**src/rtl/ena_sync_debounce.sv**
```systemverilog
// Multi-channel synchroniser and tick-sampled debouncer for asynchronous enable/strap inputs.
// Each channel yields a clean level plus one-cycle rise/fall pulses on accepted transitions.
module ena_sync_debounce #(
  parameter int unsigned CH          = 4,
  parameter int unsigned SYNC_STAGES = 2,
  parameter int unsigned DIV         = 1024,
  parameter int unsigned STABLE      = 3,
  parameter logic        RESET_LEVEL = 1'b0
) (
  input  logic          i_clk,
  input  logic          i_RESET,
  input  logic [CH-1:0] i_in,
  output logic [CH-1:0] o_level,
  output logic [CH-1:0] o_rise,
  output logic [CH-1:0] o_fall,
  output logic          o_tick
);

  localparam int unsigned PW = (DIV > 1) ? $clog2(DIV) : 1;
  localparam int unsigned CW = $clog2(STABLE + 1);
  localparam logic [PW-1:0] PRE_LAST = PW'(DIV - 1);
  localparam logic [CW-1:0] CNT_LAST = CW'(STABLE - 1);

  logic [CH-1:0]         sync_q [SYNC_STAGES];
  logic [CH-1:0]         synced;
  logic [PW-1:0]         pre_q, pre_d;
  logic                  tick_q, tick_d;
  logic [CH-1:0][CW-1:0] cnt_q, cnt_d;
  logic [CH-1:0]         level_q, level_d;
  logic [CH-1:0]         rise_q, rise_d;
  logic [CH-1:0]         fall_q, fall_d;

  // Plain flop chain per channel; nothing sits between stages.
  always_ff @(posedge i_clk) begin
    if (i_RESET) begin
      for (int unsigned s = 0; s < SYNC_STAGES; s++) begin
        sync_q[s] <= {CH{RESET_LEVEL}};
      end
    end else begin
      sync_q[0] <= i_in;
      for (int unsigned s = 1; s < SYNC_STAGES; s++) begin
        sync_q[s] <= sync_q[s-1];
      end
    end
  end

  assign synced = sync_q[SYNC_STAGES-1];

  // Tick is registered from the next count so it is high exactly while the count sits at DIV-1.
  always_comb begin
    pre_d  = (pre_q == PRE_LAST) ? '0 : pre_q + PW'(1);
    tick_d = (pre_d == PRE_LAST);
  end

  // Debounce: a run of STABLE differing tick samples flips the level; any agreeing sample restarts it.
  always_comb begin
    cnt_d   = cnt_q;
    level_d = level_q;
    rise_d  = '0;
    fall_d  = '0;
    if (tick_q) begin
      for (int unsigned c = 0; c < CH; c++) begin
        if (synced[c] == level_q[c]) begin
          cnt_d[c] = '0;
        end else if (cnt_q[c] == CNT_LAST) begin
          cnt_d[c]   = '0;
          level_d[c] = synced[c];
          rise_d[c]  = synced[c];
          fall_d[c]  = ~synced[c];
        end else begin
          cnt_d[c] = cnt_q[c] + CW'(1);
        end
      end
    end
  end

  always_ff @(posedge i_clk) begin
    if (i_RESET) begin
      pre_q   <= '0;
      tick_q  <= 1'b0;
      cnt_q   <= '0;
      level_q <= {CH{RESET_LEVEL}};
      rise_q  <= '0;
      fall_q  <= '0;
    end else begin
      pre_q   <= pre_d;
      tick_q  <= tick_d;
      cnt_q   <= cnt_d;
      level_q <= level_d;
      rise_q  <= rise_d;
      fall_q  <= fall_d;
    end
  end

  assign o_level = level_q;
  assign o_rise  = rise_q;
  assign o_fall  = fall_q;
  assign o_tick  = tick_q;

endmodule

```
**config.mk**
```make
export PLATFORM = sky130hd
export DESIGN_NAME = ena_sync_debounce
export DESIGN_NICKNAME = d
export VERILOG_FILES = /design/src/rtl/ena_sync_debounce.sv
export SDC_FILE = /design/constraint.sdc
export NUM_CORES = 1
export LEC_CHECK = 0
export CAP_MARGIN = 5
export CORE_ASPECT_RATIO = 0.8
export CORE_MARGIN = 4
export CORE_UTILIZATION = 52
export CTS_CLUSTER_SIZE = 16
export DETAILED_ROUTE_END_ITERATION = 7
export PLACE_DENSITY_LB_ADDON = 0.3
export SLEW_MARGIN = 0
export SYNTH_ARGS = -nofsm -noshare
export SYNTH_HDL_FRONTEND = slang
export SYNTH_SLANG_ARGS = --single-unit
```
**constraint.sdc**
```tcl
create_clock -name i_clk -period 1.6 [get_ports i_clk]
set_input_delay 0.32 -clock i_clk [delete_from_list [all_inputs] [get_ports i_clk]]
set_output_delay 0.32 -clock i_clk [all_outputs]
set_load 0.01 [all_outputs]
```
==> results of run 1 <==
## through the flow
stage / power [mW] / hold WS [ns]
5_1_grt: 1.78 / 0.472
6_report: 1.72 / 0.452
4_1_cts: 1.73 / 0.459
2_1_floorplan: 1.06 / 0.392
3_5_place_dp: 1.09 / 0.424
3_3_place_gp: 1.09 / 0.421
## cells by family (layout without fill, tap and decap cells)
group / count (synthesis) / count (layout) / synth area share (%)
buffers and inverters: 8 / 35 / 2.08
xor gates and xnor gates: 10 / 10 / 5.83
muxes: 5 / 5 / 3.41
and+or+nand+nor: 76 / 76 / 26.6
DFF: 39 / 39 / 52.0
AOI/OAI and AO/OA: 19 / 19 / 8.41
adders and majority gates: 2 / 2 / 1.67
## worst paths after layout
kind         cells after the start            to    startpoint  slack, ns
min reg2reg                      1  sync_q[0][7]  sync_q[0][3]       0.45
max reg2reg                      5        o_tick      pre_q[0]       0.17
max                              1     o_fall[1]     o_fall[1]       0.06
min                              1  sync_q[0][7]  sync_q[0][3]       0.45
## area by class of cell
type	count	area (um2)	share of cell area [%]
clock inverters	3	43.8	2.35
multi-input cells	112	693	37.2
repair buffers	25	246	13.2
flip-flops and latches	39	787	42.2
well taps	38	47.5	2.55
inverters	2	7.51	0.403
clock buffers	5	37.5	2.01
## Yosys cell counts, drive strengths merged
cell / count
a21o: 2
a21oi: 7
a22oi: 3
a311oi: 1
a31oi: 2
a41oi: 1
and2: 2
and3: 1
and4: 1
and4b: 1
buf: 3
clkbuf: 3
dfxtp: 39
ha: 2
inv: 2
mux2: 1
mux2i: 4
nand2: 15
nand2b: 2
nand3: 9
nand3b: 2
nand4: 1
nor2: 18
nor2b: 11
nor3: 4
nor3b: 6
nor4b: 2
o21ai: 1
o22ai: 2
or3: 1
xnor2: 5
xor2: 5
## routing by layer
| layer | share of wire [%] | vias up |
|---|---|---|
| li1 | - | 600 |
| met1 | 47 | 535 |
| met2 | 46 | 22 |
| met3 | 5.5 | 6 |
| met4 | 2.0 | 0 |
| met5 | 0 | - |
## report_power, final
part,switching [mW],internal (mW)
Clock,0.317,0.329
Sequential,0.0126,0.986
Combinational,0.0327,0.0404
Total,0.362,1.36
## sequential cells by signal, summed over array words and instances (netlist names)
signal,count
pre_q,10
cnt_q,8
sync_q,8
o_fall,4
o_level,4
o_rise,4
o_tick,1
## repair_timing
action                                  4_1_cts  5_1_grt
pin swaps                                     0        0
resized for setup                             7        4
endpoints found under the setup margin        4        3
==> results_dict.tcl, run 1 <==
set metrics [dict create \
    setup_viol 0 \
    period_minus_slack_ns 1.54 \
    antennaDiodeCount 0 \
    path_buf_inv 1 \
    synthDominantCellAreaShare_pct 52.0 \
    nets 193 \
    layout_commonest_cell "dfxtp_1" \
    tritoncts "done" \
    setup_tns_ns 0 \
    rsz0062_at_grt "no" \
    timing.fmax_mhz 649 \
    syn_nets 167 \
    yosysSeqAreaShare_pct 52.0 \
    synthCells 159 \
    synth_area_um2 1500 \
    num_vias 1163 \
    fin_crit_sh_pct 96.3 \
    drv_cap 0 \
    final_cell_mix "dfxtp_1 (34), nor2_1 (18), nand2_1 (15)" \
    busiest_layer "met2" \
    num_rows 17 \
    worstSkewPairLatency_ns 0.34 \
    yosys.area.top_type "dfxtp_1" \
    placed_area_um2 1770 \
    ios 19 \
    hold_path_class "reg2reg" \
    fill_cells 228 \
    outcome "completed" \
    ir_drop_mv 0.651 \
    endpoint_kind "output pin" \
    slowest_stage "clkdlybuf4s50_1" \
    dieHeight_um 56.1 \
    crit_required_ns 1.28 \
    overflow 0 \
    worstSetupPathType "reg2out" \
    port_buffers 18 \
    place_congestion 0.811 \
    cts_hold_buf 0 \
    clockBufferDepth 2 \
    p_leak_nw 0.710 \
    die_w_um 68.1 \
    grt_use_met1_pct 21.3 \
    place_inst 216 \
    hold_viol 0 \
    grt_pass1_vias 1051 \
    syn_avg_cell_area_um2 9.45 \
    antenna_left 0 \
    max_stage_delay_ns 0.53 \
    drt-wirelength-per-cell_um 12.0 \
    fin_skew_ns 0.0129 \
    p_per_area_nw_per_um2 922 \
    path_max_fanout 1 \
    grt_use_met2_pct 24.2 \
    place_hpwl_um 2000 \
    totalWireLength_um 2700 \
    crit_family "buffers and inverters" \
    drt_pass1_iterations 4 \
    grt_pass1_wl_um 4730 \
    cts_max_level 2 \
    vias_per_cell 5.19 \
    clk_pin_slew_ns 0.13 \
    drc_errors 0 \
    finalMaxSlewViolations 0 \
    worstPathCellList "clkdlybuf4s50_1" \
    worst_slack_ns 0.0588 \
    initialDrtViolationCount 47 \
    cp-start-kind "flip-flop" \
    ys_ff_latch 39 \
    core_area_um2 2770 \
    worstPathArrival_ns 1.22 \
    cts_sinks 39 \
    grt_max_degree 18 \
    max_slew_margin_pct 77.2 \
    grt_antenna_before_repair 0 \
    worst_pin_slew_ns 0.342 \
    fin_cells 224 \
    fin_area_um2 1860 \
    synthToLayoutAreaGrowth_pct 24.0 \
    cts_root_buf "clkbuf_4" \
    cts_setup_buffers 0 \
    post-route-util_pct 67.4 \
    ys_top_cells_by_area "dfxtp_1 (52%), nor2b_1 (4.6%), nor2_1 (4.5%), nand2_1 (3.7%), nand3_1 (3.0%)" \
    place_worst_setup_slack_ns 0.101 \
    yosysWarnings 0 \
    grt_use_met3_pct 5.25 \
    gr-usage-all-layers_pct 16.4 \
    numCtsBuffers 5 \
    initial_core_util_pct 54.3 \
    dieArea_um2 3820 \
    drive_gt1_share_pct 12.9 \
    synth_cell_types 34 \
]
Note: power is estimated with default switching activity, not from simulation.
==> run 2, diff against run 1 <==
--- a/config.mk
+++ b/config.mk
@@ -12,6 +12,7 @@
 export CTS_CLUSTER_SIZE = 16
 export DETAILED_ROUTE_END_ITERATION = 7
 export PLACE_DENSITY_LB_ADDON = 0.3
+export SKIP_CTS_REPAIR_TIMING = 1
 export SLEW_MARGIN = 0
 export SYNTH_ARGS = -nofsm -noshare
 export SYNTH_HDL_FRONTEND = slang
==> constraint.sdc (replaced) <==
create_clock -name i_clk -period 1.8 [get_ports i_clk]
set_input_delay 0.36 -clock i_clk [delete_from_list [all_inputs] [get_ports i_clk]]
set_output_delay 0.36 -clock i_clk [all_outputs]
set_load 0.01 [all_outputs]
==> run 2 against run 1 <==
  * Clock power is 24% lower
  * Global-route usage shrank 0.16 points
  * Core utilization down 2.1 points
  * Non-clock buffer count decreased by 5
  * Worst hold slack got worse by 0.0093 ns
  * Clock skew fell by 0.0075 ns
  * Flip-flop and latch count stayed put
  * Sequential power decreased by 11%
  * Largest power group unchanged
==> results_dict.tcl, run 2 (same netlist as run 1, synthesis figures left out) <==
set metrics [dict create \
    outcome "completed" \
    worstSkewPairLatency_ns 0.34 \
    setup_tns_ns 0 \
    layout_commonest_cell "dfxtp_1" \
    slowest_stage "clkdlybuf4s50_1" \
    intPower_mw 1.14 \
    wl_met3_um 160 \
    max_slew_margin_pct 76.3 \
    p_per_area_nw_per_um2 796 \
    largest-register "pre_q" \
    nets 188 \
    num_rows 17 \
    worstPathCellList "clkdlybuf4s50_1" \
    grt_pass1_vias 1043 \
    crit_family "buffers and inverters" \
    min-delay-start "sync_q[0][1]" \
    largest_reg_flops 10 \
    place_worst_setup_slack_ns 0.174 \
    hold_viol 0 \
    r2r_start "pre_q[0]" \
    m1WireLength_um 1220 \
    setup_viol 0 \
    worstSetupPathType "reg2out" \
    netSwitchingFraction_pct 20.9 \
    max_stage_delay_ns 0.57 \
    grt_pass1_wl_um 4510 \
    r2r_cells 5 \
    dr.max_layer_used "met4" \
    rsz0062_at_grt "no" \
    synthToLayoutAreaGrowth_pct 20.1 \
    worstPathArrival_ns 1.33 \
    overflow 0 \
    combPwrFrac_pct 3.9 \
    hold_depth 1 \
    totalWireLength_um 2650 \
    cts_sinks 39 \
    fin_skew_ns 0.00542 \
    dieHeight_um 56.1 \
    ios 19 \
    fill_cells 243 \
    power.clock.fraction_pct 34.2 \
    final_cell_mix "dfxtp_1 (39), nor2_1 (18), clkdlybuf4s50_1 (18)" \
    num_vias 1131 \
    fin_crit_sh_pct 93.8 \
    dieArea_um2 3820 \
    clk_pin_slew_ns 0.10 \
    r2r_end "o_tick" \
    multiInputGateArea_um2 693 \
    vias_per_cell 5.16 \
    drv_cap 0 \
    switchingPower_mw 0.301 \
    drt-wirelength-per-cell_um 12.1 \
    min_to "sync_q[0][5]" \
    initialDrtViolationCount 82 \
    crit_required_ns 1.44 \
    ir_drop_mv 0.588 \
    cp-start-kind "flip-flop" \
    rrSetupSlack_ns 0.19 \
    pwr-share-seq_pct 61.9 \
    worst_slack_ns 0.112 \
    drc_errors 0 \
    endpoint_kind "output pin" \
    grt_antenna_before_repair 0 \
    grt_max_degree 28 \
    hold_ws_ns 0.442 \
    hold_path_class "reg2reg" \
    top_regs "pre_q x10, cnt_q x8, sync_q x8" \
    timing.fmax_mhz 593 \
    antenna_left 0 \
    core_area_um2 2770 \
    die_w_um 68.1 \
    path_max_fanout 5 \
    period_minus_slack_ns 1.69 \
    cts_root_buf "clkbuf_4" \
    port_buffers 18 \
    tritoncts "done" \
    drive_gt1_share_pct 7.18 \
    place_hpwl_um 1900 \
    initial_core_util_pct 54.3 \
    seqCellArea_um2 781 \
    clockBufferDepth 2 \
    met2_wirelength_um 1200 \
    p_leak_nw 0.625 \
    finalMaxSlewViolations 0 \
    place_congestion 0.841 \
    worst_pin_slew_ns 0.356 \
    cts_max_level 2 \
    drt_pass1_iterations 4 \
    numCtsBuffers 5 \
    antennaDiodeCount 0 \
    path_buf_inv 1 \
    gr-usage-all-layers_pct 16.2 \
]
## run 2: metrics by stage
stage / utilization (%) / instance area [um2] / cells / power [mW]
after floorplan: - / 1500 / 159 / 0.940
final: 65.3 / 1810 / 219 / 1.44
after CTS: 65.2 / 1800 / 219 / 1.46
after global placement: 62.7 / 1730 / 211 / 0.962
after global routing: 65.3 / 1810 / 219 / 1.52
after detailed placement: 62.7 / 1730 / 211 / 0.965
## run 2: area by class of cell
type	instances	share of cell area [%]
clock buffers	8	3.81
inverters	2	0.416
multi-input cells	112	38.4
flip-flops and latches	39	43.2
well taps	38	2.63
repair buffers	20	11.5
## run 2: how the worst max path moves through the flow
| stage | from | to | slack [ns] | cells past startpoint |
|---|---|---|---|---|
| CTS | o_level[3] | o_level[3] | 0.08 | 1 |
| global route | pre_q[0] | o_tick | 0.01 | 5 |
| detailed placement | pre_q[0] | o_tick | 0.17 | 5 |
| global placement | pre_q[0] | o_tick | 0.26 | 5 |
| floorplan | pre_q[0] | o_tick | 0.32 | 5 |
| finish | o_level[3] | o_level[3] | 0.11 | 1 |
## run 2: per-layer routing
metal	track usage [%]	vias to the layer above
met4	10.8	0
met1	19.8	507
met2	23.2	31
met5	0	-
li1	-	585
met3	6.06	8
## run 2: power groups by stage
stage / Combinational [mW] / Sequential [mW] / Clock [mW]
floorplan: 0.0345 / 0.906 / 0
global placement: 0.0550 / 0.907 / 0
detailed placement: 0.0560 / 0.909 / 0
CTS: 0.0565 / 0.889 / 0.517
global route: 0.0623 / 0.893 / 0.562
finish: 0.0564 / 0.889 / 0.491
